File: src/rtl/mult_pkg.sv
// mult_pkg: shared state encoding and accumulator width helper for the multiplier datapath.
//   ACCUM - collecting products, HOLD - result presented on the output handshake.
//   ACC_W(n, g) - accumulator width for an n-bit multiplier with g guard bits.
package mult_pkg;
    typedef enum logic {ACCUM, HOLD} state_t;
    function automatic int ACC_W(input int n, input int g);
        return 2 * n + g;
    endfunction
endpackage

File: src/rtl/product_accumulator_if.sv
// product_accumulator_if: product input and result output handshakes of the accumulator.
//   in_valid/in_ready/in_p/in_last     - product stream from the multiplier
//   out_valid/out_ready/out_acc/out_count/out_ovf - accumulated result stream
//   slave modport is the accumulator, master modport is its producer/consumer.
interface product_accumulator_if #(parameter int N = 5, parameter int G = 4, parameter int LEN = 4);
    import mult_pkg::*;
    localparam int W = ACC_W(N, G);
    localparam int CW = $clog2(LEN + 1);
    logic                in_valid;
    logic                in_ready;
    logic signed [2*N-1:0] in_p;
    logic                in_last;
    logic                out_valid;
    logic                out_ready;
    logic signed [W-1:0] out_acc;
    logic [CW-1:0]       out_count;
    logic                out_ovf;
    modport slave (input in_valid, in_p, in_last, out_ready, output in_ready, out_valid, out_acc, out_count, out_ovf);
    modport master (output in_valid, in_p, in_last, out_ready, input in_ready, out_valid, out_acc, out_count, out_ovf);
endinterface

File: src/rtl/sat_add.sv
// sat_add: combinational signed W-bit add that clamps to the W-bit range.
//   a, b - signed addends; sum - clamped result; ovf - clamp occurred.
module sat_add #(parameter int W = 14) (
    input  logic signed [W-1:0] a,
    input  logic signed [W-1:0] b,
    output logic signed [W-1:0] sum,
    output logic                ovf
);
    logic signed [W:0] full;
    assign full = {a[W-1], a} + {b[W-1], b};
    // top two bits disagree only when the true sum left the W-bit range; full[W] gives the direction
    assign ovf = full[W] ^ full[W-1];
    assign sum = ovf ? {full[W], {(W-1){~full[W]}}} : full[W-1:0];
endmodule

File: src/rtl/product_accumulator.sv
// product_accumulator: saturating signed sum of up to LEN multiplier products per run.
//   clk, rst - clock and synchronous active-high reset
//   bus      - product input and result output handshakes (slave side)
module product_accumulator import mult_pkg::*; #(
    parameter int N = 5,
    parameter int G = 4,
    parameter int LEN = 4
) (
    input logic clk,
    input logic rst,
    product_accumulator_if.slave bus
);
    localparam int W = ACC_W(N, G);
    localparam int CW = $clog2(LEN + 1);
    state_t state, state_n;
    logic signed [W-1:0] acc, acc_n, p_ext, sum;
    logic [CW-1:0] count, count_n;
    logic ovf, ovf_n, sat;
    assign p_ext = {{G{bus.in_p[2*N-1]}}, bus.in_p};
    sat_add #(.W(W)) u_sat (.a(acc), .b(p_ext), .sum(sum), .ovf(sat));
    assign bus.in_ready = (state == ACCUM) | bus.out_ready;
    assign bus.out_valid = state == HOLD;
    assign bus.out_acc = acc;
    assign bus.out_count = count;
    assign bus.out_ovf = ovf;
    always_comb begin
        state_n = state;
        acc_n = acc;
        count_n = count;
        ovf_n = ovf;
        if (state == ACCUM) begin
            if (bus.in_valid) begin
                acc_n = sum;
                count_n = count + CW'(1);
                ovf_n = ovf | sat;
                state_n = (count == CW'(LEN - 1) || bus.in_last) ? HOLD : ACCUM;
            end
        end else if (bus.out_ready) begin
            // a product arriving with the release starts the next run without a bubble
            acc_n = bus.in_valid ? p_ext : '0;
            count_n = bus.in_valid ? CW'(1) : '0;
            ovf_n = 1'b0;
            state_n = (bus.in_valid && (LEN == 1 || bus.in_last)) ? HOLD : ACCUM;
        end
    end
    always_ff @(posedge clk) begin
        if (rst) begin
            state <= ACCUM;
            acc <= '0;
            count <= '0;
            ovf <= 1'b0;
        end else begin
            state <= state_n;
            acc <= acc_n;
            count <= count_n;
            ovf <= ovf_n;
        end
    end
endmodule
File: src/flat_wrapper.sv
// flat-port wrapper written by rule: the top's interface ports become plain ports
module product_accumulator_flat import mult_pkg::*;
#(
    parameter int N = 5,
    parameter int G = 4,
    parameter int LEN = 4
)
  (clk, rst, bus_in_valid, bus_in_p, bus_in_last, bus_out_ready, bus_in_ready, bus_out_valid, bus_out_acc, bus_out_count, bus_out_ovf);
  product_accumulator_if #(.N(N), .G(G), .LEN(LEN)) bus_i ();
  input logic clk;
  input logic rst;
  input wire logic [$bits(bus_i.in_valid)-1:0] bus_in_valid;
  input wire logic [$bits(bus_i.in_p)-1:0] bus_in_p;
  input wire logic [$bits(bus_i.in_last)-1:0] bus_in_last;
  input wire logic [$bits(bus_i.out_ready)-1:0] bus_out_ready;
  output wire logic [$bits(bus_i.in_ready)-1:0] bus_in_ready;
  output wire logic [$bits(bus_i.out_valid)-1:0] bus_out_valid;
  output wire logic [$bits(bus_i.out_acc)-1:0] bus_out_acc;
  output wire logic [$bits(bus_i.out_count)-1:0] bus_out_count;
  output wire logic [$bits(bus_i.out_ovf)-1:0] bus_out_ovf;
  assign bus_i.in_valid = bus_in_valid;
  assign bus_i.in_p = bus_in_p;
  assign bus_i.in_last = bus_in_last;
  assign bus_i.out_ready = bus_out_ready;
  assign bus_in_ready = bus_i.in_ready;
  assign bus_out_valid = bus_i.out_valid;
  assign bus_out_acc = bus_i.out_acc;
  assign bus_out_count = bus_i.out_count;
  assign bus_out_ovf = bus_i.out_ovf;
  product_accumulator #(.N(N), .G(G), .LEN(LEN)) u_core (.clk(clk), .rst(rst), .bus(bus_i));
endmodule
File: config.mk
export PLATFORM = sky130hd
export DESIGN_NAME = product_accumulator_flat
export DESIGN_NICKNAME = d
export VERILOG_FILES = /design/src/rtl/mult_pkg.sv /design/src/rtl/product_accumulator_if.sv /design/src/rtl/sat_add.sv /design/src/rtl/product_accumulator.sv /design/src/flat_wrapper.sv
export SDC_FILE = /design/constraint.sdc
export NUM_CORES = 1
export LEC_CHECK = 0
export CAP_MARGIN = 25
export CORE_MARGIN = 2
export CORE_UTILIZATION = 52
export CTS_CLUSTER_DIAMETER = 150
export CTS_CLUSTER_SIZE = 40
export DETAILED_ROUTE_END_ITERATION = 8
export PLACE_DENSITY = 0.8
export SYNTH_ARGS = -nofsm -noshare
export SYNTH_HDL_FRONTEND = slang
export SYNTH_SLANG_ARGS = --single-unit
File: constraint.sdc
create_clock -name clk -period 3.5 [get_ports clk]
set_clock_uncertainty 0.1 [all_clocks]
set_input_delay 0.35 -clock clk [delete_from_list [all_inputs] [get_ports clk]]
set_output_delay 0.35 -clock clk [all_outputs]
set_load 0.02 [all_outputs]
; Word level (Yosys, flattened, before mapping)
; Index checks and enable logic that the tools add are counted.
[word_totals]
mem_bits_ro = 0
latchBits = 0
mem_count = 0
ramBits = 0
out_inout_bits = 20
ff_bits = 19
[classes]
n_mul = 0
shifts = 0
n_reduce_logical = 4
n_eq_ne = 2
add_sub_neg = 2
div = 0
bitwise_logic = 5
muxes = 17
magnitude_cmp = 0
[op_table]
columns = operator, count
row1 = $mux W14, 5
row2 = $add A14 B10 Y15, 1
row3 = $mux W1, 9
row4 = $mux W3, 3
row5 = $add A3 B1 Y3 const B, 1
row6 = $eq A3 B2 Y1 const B, 1
row7 = $ne A2 B2 Y1 const B, 1
row8 = $not A1 Y1, 2
row9 = $or A1 B1 Y1, 2
row10 = $reduce_and A2 Y1, 1
row11 = $reduce_bool A2 Y1, 1
row12 = $logic_and A1 B1 Y1, 1
row13 = $logic_or A1 B1 Y1, 1
row14 = $xor A1 B1 Y1, 1

; Logic depth before layout (Yosys ltp)
; Gate-level depths: netlist of run 1.
[logic_depth]
ltp_word = 5
ltp_mapped = 9

; Modules after synthesis
; A second synthesis of run 1 with hierarchy kept.
[unflattened]
cells_unflattened = 241
hier_area_um2 = 1998.2
[by_module_without_submodules]
columns = module, instances, seq_area_each_um2, cells_per_inst, area_each_um2
row1 = sat_add, 1, 0.0, 150, 1041.0
row2 = product_accumulator, 1, 380.4, 91, 957.2

; Worst setup path before layout of run 1
; Ideal clock, no wire load.
[synth_path]
path_kind = flip-flop to flip-flop
startpoint = register u_core.acc[0], in the netlist u_core.bus.out_acc[0]
endpoint = register u_core.acc[4], in the netlist u_core.bus.out_acc[4]
arrival_time_ps = 2543
path_slack_ps = 741
period_less_slack_ps = 2759
path_buffers = 0
required_ps = 3284
path_stages_with_launch = 10
path_cell_list = dfxtp_1 ha_1 fa_1 a211oi_1 o211ai_1 a31oi_1 o21a_1 nor2_2 a221o_1 o211a_1
[synth_via]
elab_chain_len = 5
elab_cells_between_ends = 6
[synth_lines]
columns = item, line
row1 = from (decl), product_accumulator.sv:16  ; logic signed [W-1:0] acc, acc_n, p_ext, sum;
row2 = from (signal assigned), product_accumulator.sv:54  ; acc <= acc_n;
row3 = $add A14 B10 Y15 (*), sat_add.sv:10  ; assign full = {a[W-1], a} + {b[W-1], b};
row4 = $xor A1 B1 Y1 or $not A1 Y1 (tied branches), "sat_add.sv:12, sat_add.sv:13"
row5 = $mux W14 (*), sat_add.sv:13  ; assign sum = ovf ? {full[W], {(W-1){~full[W]}}} : full[W-1:0];
row6 = $mux W14 (*), product_accumulator.sv:32  ; if (bus.in_valid) begin
row7 = $mux W14 (*), product_accumulator.sv:31  ; if (state == ACCUM) begin
; Mark *: on every way between the ends. The rest lies on a longest branch, timed or not. The select of a mux whose other input is x is not followed.
; A chain may end at the register's enable or synchronous reset.

; Worst setup path in the final report of run 1
[layout_path]
startpoint = input port bus_in_p[0]
endpoint = register u_core.acc[5], in the netlist u_core.bus.out_acc[5]
[layout_via]
elab_chain_len = 5
elab_cells_between_ends = 6
[layout_lines]
columns = item, line
row1 = from (decl), flat_wrapper.sv:13  ; input wire logic [$bits(bus_i.in_p)-1:0] bus_in_p;
row2 = $add A14 B10 Y15 (*), sat_add.sv:10
row3 = $xor A1 B1 Y1 or $not A1 Y1 (tied branches), "sat_add.sv:12, sat_add.sv:13"
row4 = $mux W14 (*), sat_add.sv:13
row5 = $mux W14 (*), product_accumulator.sv:32
row6 = $mux W14 (*), product_accumulator.sv:31
; Marked as above.

==> flow_metrics.py, run 1 <==
metrics = {
    "status": {
        "status": "finished, final reports clean",
    },
    "pwr": {
        "ir_drop_mv": 0.253,
        "leakagePower_nw": 0.938,
        "power_density_mw_per_mm2": 438,
    },
    "global_routing": {
        "grt_overflow_total": 0,
        "first_global_vias": 1872,
        "grt_pass1_wl_microns": 8710,
        "antenna_found_initial": 0,
        "grt_use_total_pct": 27.0,
        "grt_max_degree": 26,
    },
    "drt": {
        "drtIter0Drc": 129,
        "first_pass_iters": 4,
        "drc_errors": 0,
        "via_count": 1979,
        "viasPerCell": 6.05,
        "ant_nets": 0,
        "wl_per_cell_microns": 16.0,
        "routed_wl_microns": 5240,
    },
    "setup_path": {
        "cp.arrival_ns": 3.09,
        "rrSetupSlack_ns": 0.66,
        "cp_max_fo": 6,
        "start_kind": "input port",
        "worstPathRequired_ns": 3.60,
        "cp-end-kind": "register",
        "path_class": "in2reg",
    },
    "job": {
        "maxCapViolations": 0,
    },
    "place": {
        "place_area_sq_mm": 0.00221,
        "hpwlAfterDp_microns": 3960,
        "gp_congestion": 0.986,
        "port_buffers": 34,
        "dpl_worst_slack_ns": 0.201,
    },
    "synth": {
        "synth_flop_cell": "dfxtp_1",
        "syn_area_per_cell_sq_um": 7.37,
        "synth_cell_type_count": 45,
        "netlist.area_leader.share_pct": 20.7,
        "synth-seq-cells": 19,
        "synthArstFlopShare_pct": 0,
        "syn_nets": 281,
        "syn-instance-count": 249,
        "synth_top_area_cell": "dfxtp_1",
        "synth_edf_count": 0,
        "synth.area.top_cells": "dfxtp_1 (21%), ha_1 (11%), nand2_1 (10%)",
        "syn_area_sq_mm": 0.00184,
        "ys_seq_area_share_pct": 20.7,
        "yosys_warnings": 0,
    },
    "cts": {
        "ctsResizeCount": 0,
        "cts_htree_levels": 1,
        "numCtsBuffers": 3,
        "cts_tree": "done",
        "clk_latency_ns": 0.30,
        "cts_hold_buf": 0,
        "cts_setup_buffers": 0,
        "cts-root-buf": "clkbuf_4",
        "clk_path_buf_depth": 2,
        "clkTransAtPathRegs_ns": 0.12,
        "cts_sinks": 19,
    },
    "floorplanning": {
        "fp.dieArea_sq_mm": 0.00402,
        "pin_count": 35,
        "start_util_pct": 54.6,
        "rows": 21,
        "die_x_microns": 63.4,
        "die_h_microns": 63.4,
        "core_sq_mm": 0.00336,
    },
    "min_path": {
        "hp-class": "reg2reg",
    },
    "layout": {
        "drive_above_1_share_pct": 5.34,
        "n_antenna_cell": 0,
        "layout.nets": 314,
        "fin_area_sq_mm": 0.00224,
        "postLayoutCoreUtil_pct": 66.6,
        "area_growth_syn_to_layout_pct": 22.1,
    },
    "sta": {
        "finalCritPeriodShare_pct": 85.4,
        "maxSlewViolCount": 0,
        "finalHoldViolations": 0,
        "setup_viol": 0,
        "min_period_ns": 2.99,
        "worst_pin_slew_ns": 0.889,
        "tns_ns": 0,
        "layout_setup_ws_ns": 0.513,
        "fmax_mhz": 335,
        "rsz0062_at_grt": "no",
        "max_slew_margin_pct": 40.6,
    },
}
[power breakdown]
group | internal (W) | switching, W
combinational | 0.000256 | 0.000328
sequential | 0.000248 | 0.0000308
clock | 0.0000444 | 0.0000755
total | 0.000548 | 0.000435
[layout by cell type (no fill, tap or decap), types with 3 or more instances in the layout]
cell type	n
a21oi_1	20
ha_1	16
a221oi_1	5
nor2b_1	3
xor2_1	4
a21o_1	5
nor3_1	13
nand2_1	51
nor2_1	13
xnor2_1	6
a22oi_1	5
o2111ai_1	3
o311a_1	3
o21ai_0	7
dfxtp_1	19
buf_4	5
o21a_1	5
o2111a_1	3
a22o_1	4
clkdlybuf4s50_1	34
and3_1	4
nand3_1	10
inv_1	9
clkbuf_4	3
a21boi_0	3
[stage by stage]
stage / total power, W / std cells / hold slack, ns
2_1_floorplan: 0.000691 / 249 / 0.319
3_3_place_gp: 0.000851 / 323 / 0.350
3_5_place_dp: 0.000858 / 323 / 0.354
4_1_cts: 0.000978 / 327 / 0.378
5_1_grt: 0.00105 / 327 / 0.400
6_report: 0.000982 / 327 / 0.372
[flip-flops by register name, indices dropped and copies added, names as in the netlist]
signal	count
u_core.bus.out_acc	14
u_core.bus.out_count	3
u_core.bus.out_ovf	1
u_core.bus.out_valid	1
[area by class of cell]
cell class	instances	area, sq um
clock buffer	4	26.3
fill	340	1120
inverter	9	33.8
multi-input combinational	210	1370
sequential	19	380
tap	46	57.6
timing repair buffer	39	378
[logic make-up (layout without fill, tap and decap cells)]
group                      after synthesis  after routing  synth area share, %
AOI/OAI and AO/OA                       84             84                 34.2
xor gates and xnor gates                10             10                 4.77
adders and majority gates               17             17                 12.0
buffers and inverters                   20             52                 4.91
DFF                                     19             19                 20.7
and+or+nand+nor                         99             99                 23.4
[per-layer routing]
layer	up-vias	wire [microns]	track usage, %
li1	985	-	-
met1	924	2340	36.0
met2	64	2570	45.9
met3	6	278	3.39
met4	0	52	6.79
met5	-	0	0
[worst paths after layout]
check,depth (start not counted),to,from
worst max-delay path,10,u_core.bus.out_acc[5],bus_in_p[0]
worst max register to register,9,u_core.bus.out_acc[5],u_core.bus.out_acc[0]
worst min-delay path,2,u_core.bus.out_ovf,u_core.bus.out_ovf
worst min register to register,2,u_core.bus.out_ovf,u_core.bus.out_ovf
[cell usage after synthesis, types with 4 or more instances]
library cell / instances
nand2_1: 51
a21oi_1: 20
dfxtp_1: 19
ha_1: 16
nor2_1: 13
nor3_1: 13
nand3_1: 10
inv_1: 9
clkbuf_1: 8
o21ai_0: 7
xnor2_1: 6
a21o_1: 5
a221oi_1: 5
a22oi_1: 5
o21a_1: 5
a22o_1: 4
and3_1: 4
xor2_1: 4
[worst max-delay path, cell delays in order]
cell and delay [ns]:
clkdlybuf4s50_1 0.44, ha_1 0.23, fa_1 0.43, a211oi_1 0.31, o211ai_1 0.17, a31oi_1 0.29, nand3_1 0.17, o21ai_2 0.30
nor3_1 0.10, o311a_1 0.30
Note: power is estimated with default switching activity, not from simulation.
==> run 2: changes to the inputs <==
ABC_AREA = 1   (was default)
PLACE_DENSITY = 0.81   (was 0.8)
clock period = 3.3 ns   (was 3.5 ns; I/O delays follow)
==> run 2 against run 1 <==
  * Register-to-register slack gained 0.23 ns
  * Final cell count grew 7.0%
  * Flip-flop and latch count is the same
  * Sequential power grew 4%
  * Clock power grew 8%
  * Count of clock-buffer cells in the layout shrank 1
==> flow_metrics.py, run 2 <==
metrics = {
    "layout": {
        "area_growth_syn_to_layout_pct": 21.5,
        "n_antenna_cell": 0,
        "largest_reg_flops": 14,
        "layout.nets": 339,
        "most-common-layout-cells": "nand2_1 (95), clkdlybuf4s50_1 (34), a21oi_1 (29), nor2_1 (26)",
        "layout_commonest_cell": "nand2_1",
        "drive_above_1_share_pct": 6.86,
    },
    "pwr": {
        "p_clk_share_pct": 13.1,
        "p_int_w": 0.000539,
        "power_switching_w": 0.000450,
        "combPwrFrac_pct": 57.7,
        "power_density_mw_per_mm2": 473,
        "leakagePower_nw": 1.04,
        "ir_drop_mv": 0.313,
        "p_seq_share_pct": 29.2,
        "switching_share_pct": 45.5,
    },
    "global_routing": {
        "grt_pass1_wl_microns": 6750,
        "grt_max_degree": 28,
        "antenna_found_initial": 0,
        "grt_overflow_total": 0,
        "first_global_vias": 1559,
        "grt_use_total_pct": 23.9,
    },
    "drt": {
        "routed_wl_microns": 4130,
        "wl_per_cell_microns": 11.8,
        "drc_errors": 0,
        "drtIter0Drc": 89,
        "via_count": 1784,
        "viasPerCell": 5.10,
        "ant_nets": 0,
        "first_pass_iters": 4,
    },
    "cts": {
        "ctsResizeCount": 0,
        "cts_htree_levels": 1,
        "cts_setup_buffers": 0,
        "cts_hold_buf": 0,
        "clk_path_buf_depth": 2,
        "cts_tree": "done",
        "clkTransAtPathRegs_ns": 0.12,
        "cts-root-buf": "clkbuf_4",
        "numCtsBuffers": 3,
        "cts_sinks": 19,
        "clk_latency_ns": 0.32,
    },
    "synth": {
        "synth_top_area_cell": "dfxtp_1",
        "syn-instance-count": 274,
        "synthArstFlopShare_pct": 0,
        "synth-seq-cells": 19,
        "ys_top_cells_by_count": "nand2_1 (95), a21oi_1 (29), nor2_1 (26)",
        "synth_most_common_cell": "nand2_1",
        "netlist.area_leader.share_pct": 22.1,
        "syn_nets": 306,
        "synth_flop_cell": "dfxtp_1",
        "synth_edf_count": 0,
        "synth.area.top_cells": "dfxtp_1 (22%), nand2_1 (21%), ha_1 (12%)",
        "syn_area_sq_mm": 0.00172,
        "ys_seq_area_share_pct": 22.1,
        "yosys_warnings": 0,
        "syn_area_per_cell_sq_um": 6.27,
        "synth_cell_type_count": 26,
    },
    "sta": {
        "finalCritPeriodShare_pct": 75.9,
        "fmax_mhz": 399,
        "hold-worst-slack_ns": 0.419,
        "worst_pin_slew_ns": 0.537,
        "max_slew_margin_pct": 64.0,
        "tns_ns": 0,
        "rsz0062_at_grt": "no",
        "setup_viol": 0,
        "finalHoldViolations": 0,
        "min_period_ns": 2.50,
        "maxSlewViolCount": 0,
    },
    "min_path": {
        "hp-class": "reg2reg",
    },
    "place": {
        "port_buffers": 34,
        "hpwlAfterDp_microns": 3050,
        "gp_congestion": 0.896,
    },
    "setup_path": {
        "crit_top_cell": "nand2_1",
        "cpPeakStageDelay_ns": 0.59,
        "slowest_stage": "clkdlybuf4s50_1",
        "crit_buf_inv": 2,
        "cp_max_fo": 14,
        "cp-end-kind": "register",
        "worstPathRequired_ns": 3.42,
        "path_class": "in2reg",
        "start_kind": "input port",
        "cp.arrival_ns": 2.62,
        "path_delay_family": "simple AND/OR/NAND/NOR gates",
        "worstPathCellList": "clkdlybuf4s50_1 -> ha_1 -> nand2_1 -> inv_1 -> nand2_1 -> nand2_1 -> a21oi_1 -> nand3_1 -> nand2_1 -> nand2_2 -> nand2_2 -> nand2_1 -> a21oi_1 -> nor2_1",
    },
    "status": {
        "status": "finished, final reports clean",
    },
    "floorplanning": {
        "die_h_microns": 61.5,
        "die_x_microns": 61.5,
        "rows": 20,
        "core_sq_mm": 0.00310,
        "fp.dieArea_sq_mm": 0.00378,
        "pin_count": 35,
        "start_util_pct": 55.4,
    },
    "job": {
        "maxCapViolations": 0,
    },
}
[run 2: cell count changes in the layout (fill, tap and decap cells not counted), sizes merged, moves of 5 or more]
cell / before / now
a22oi: 5 / 0
a221oi: 6 / 0
inv: 9 / 21
a21oi: 20 / 29
nor3: 13 / 2
o21ai: 11 / 16
nand2: 51 / 105
buf: 5 / 0
o21a: 5 / 0
nor2: 14 / 26
a21o: 5 / 0
[run 2: worst register-to-register path: cells and delay by family, from the launching register on]
| family | cells | cell delay [ns] |
|---|---|---|
| flops | 1 | 0.35 |
| simple gates | 11 | 1.07 |
| compound gates | 1 | 0.16 |
| fa+ha+maj | 2 | 0.63 |
[run 2: stage by stage]
| step | instances | setup WS, ns | area (sq um) | total power, W | util (%) |
|---|---|---|---|---|---|
| floorplan | 274 | 1.08 | 1720 | 0.000719 | - |
| global placement | 346 | 0.535 | 2060 | 0.000855 | 66.5 |
| detailed placement | 346 | 0.495 | 2060 | 0.000860 | 66.5 |
| CTS | 350 | 0.824 | 2090 | 0.000991 | 67.3 |
| global route | 350 | 0.521 | 2090 | 0.00108 | 67.3 |
| finish | 350 | 0.796 | 2090 | 0.000989 | 67.3 |
[run 2: power by group through the flow]
| stage | sequential, W | clock, W | combinational (W) |
|---|---|---|---|
| floorplan | 0.000329 | 0 | 0.000391 |
| global placement | 0.000294 | 0 | 0.000561 |
| detailed placement | 0.000294 | 0 | 0.000566 |
| CTS | 0.000289 | 0.000133 | 0.000569 |
| global route | 0.000294 | 0.000141 | 0.000644 |
| finish | 0.000289 | 0.000130 | 0.000571 |
[run 2: kinds of logic (layout without fill, tap and decap cells)]
logic type	after synthesis	count (layout)	synth area share (%)
fa+ha+maj	17	17	12.8
simple gates	151	151	37.6
buf+inv	29	61	8.08
flops	19	19	22.1
compound gates	48	48	14.3
xor+xnor	10	10	5.09
[run 2: layout make-up]
| type | count | area [sq um] |
|---|---|---|
| fill | 311 | 1010 |
| inverter | 23 | 86.3 |
| multi-input combinational | 226 | 1200 |
| timing repair buffer | 34 | 340 |
| tap | 44 | 55.1 |
| sequential | 19 | 380 |
| clock buffer | 3 | 22.5 |
| clock inverter | 1 | 5.00 |
[run 2: final timing paths]
| path | from | slack (ns) | cells after the start | endpoint |
|---|---|---|---|---|
| worst max-delay path | bus_in_p[9] | 0.80 | 14 | u_core.bus.out_acc[2] |
| worst min-delay path | u_core.bus.out_count[1] | 0.42 | 2 | u_core.bus.out_count[1] |
| worst max register to register | u_core.bus.out_acc[0] | 0.89 | 14 | u_core.bus.out_acc[2] |
| worst min register to register | u_core.bus.out_count[1] | 0.42 | 2 | u_core.bus.out_count[1] |
[run 2: per-layer routing]
metal | global-route usage, % | vias to the layer above | wire length [microns]
met2 | 37.4 | 37 | 1880
li1 | - | 951 | -
met5 | 0 | - | 0
met3 | 3.78 | 7 | 174
met1 | 32.8 | 789 | 2020
met4 | 9.12 | 0 | 57
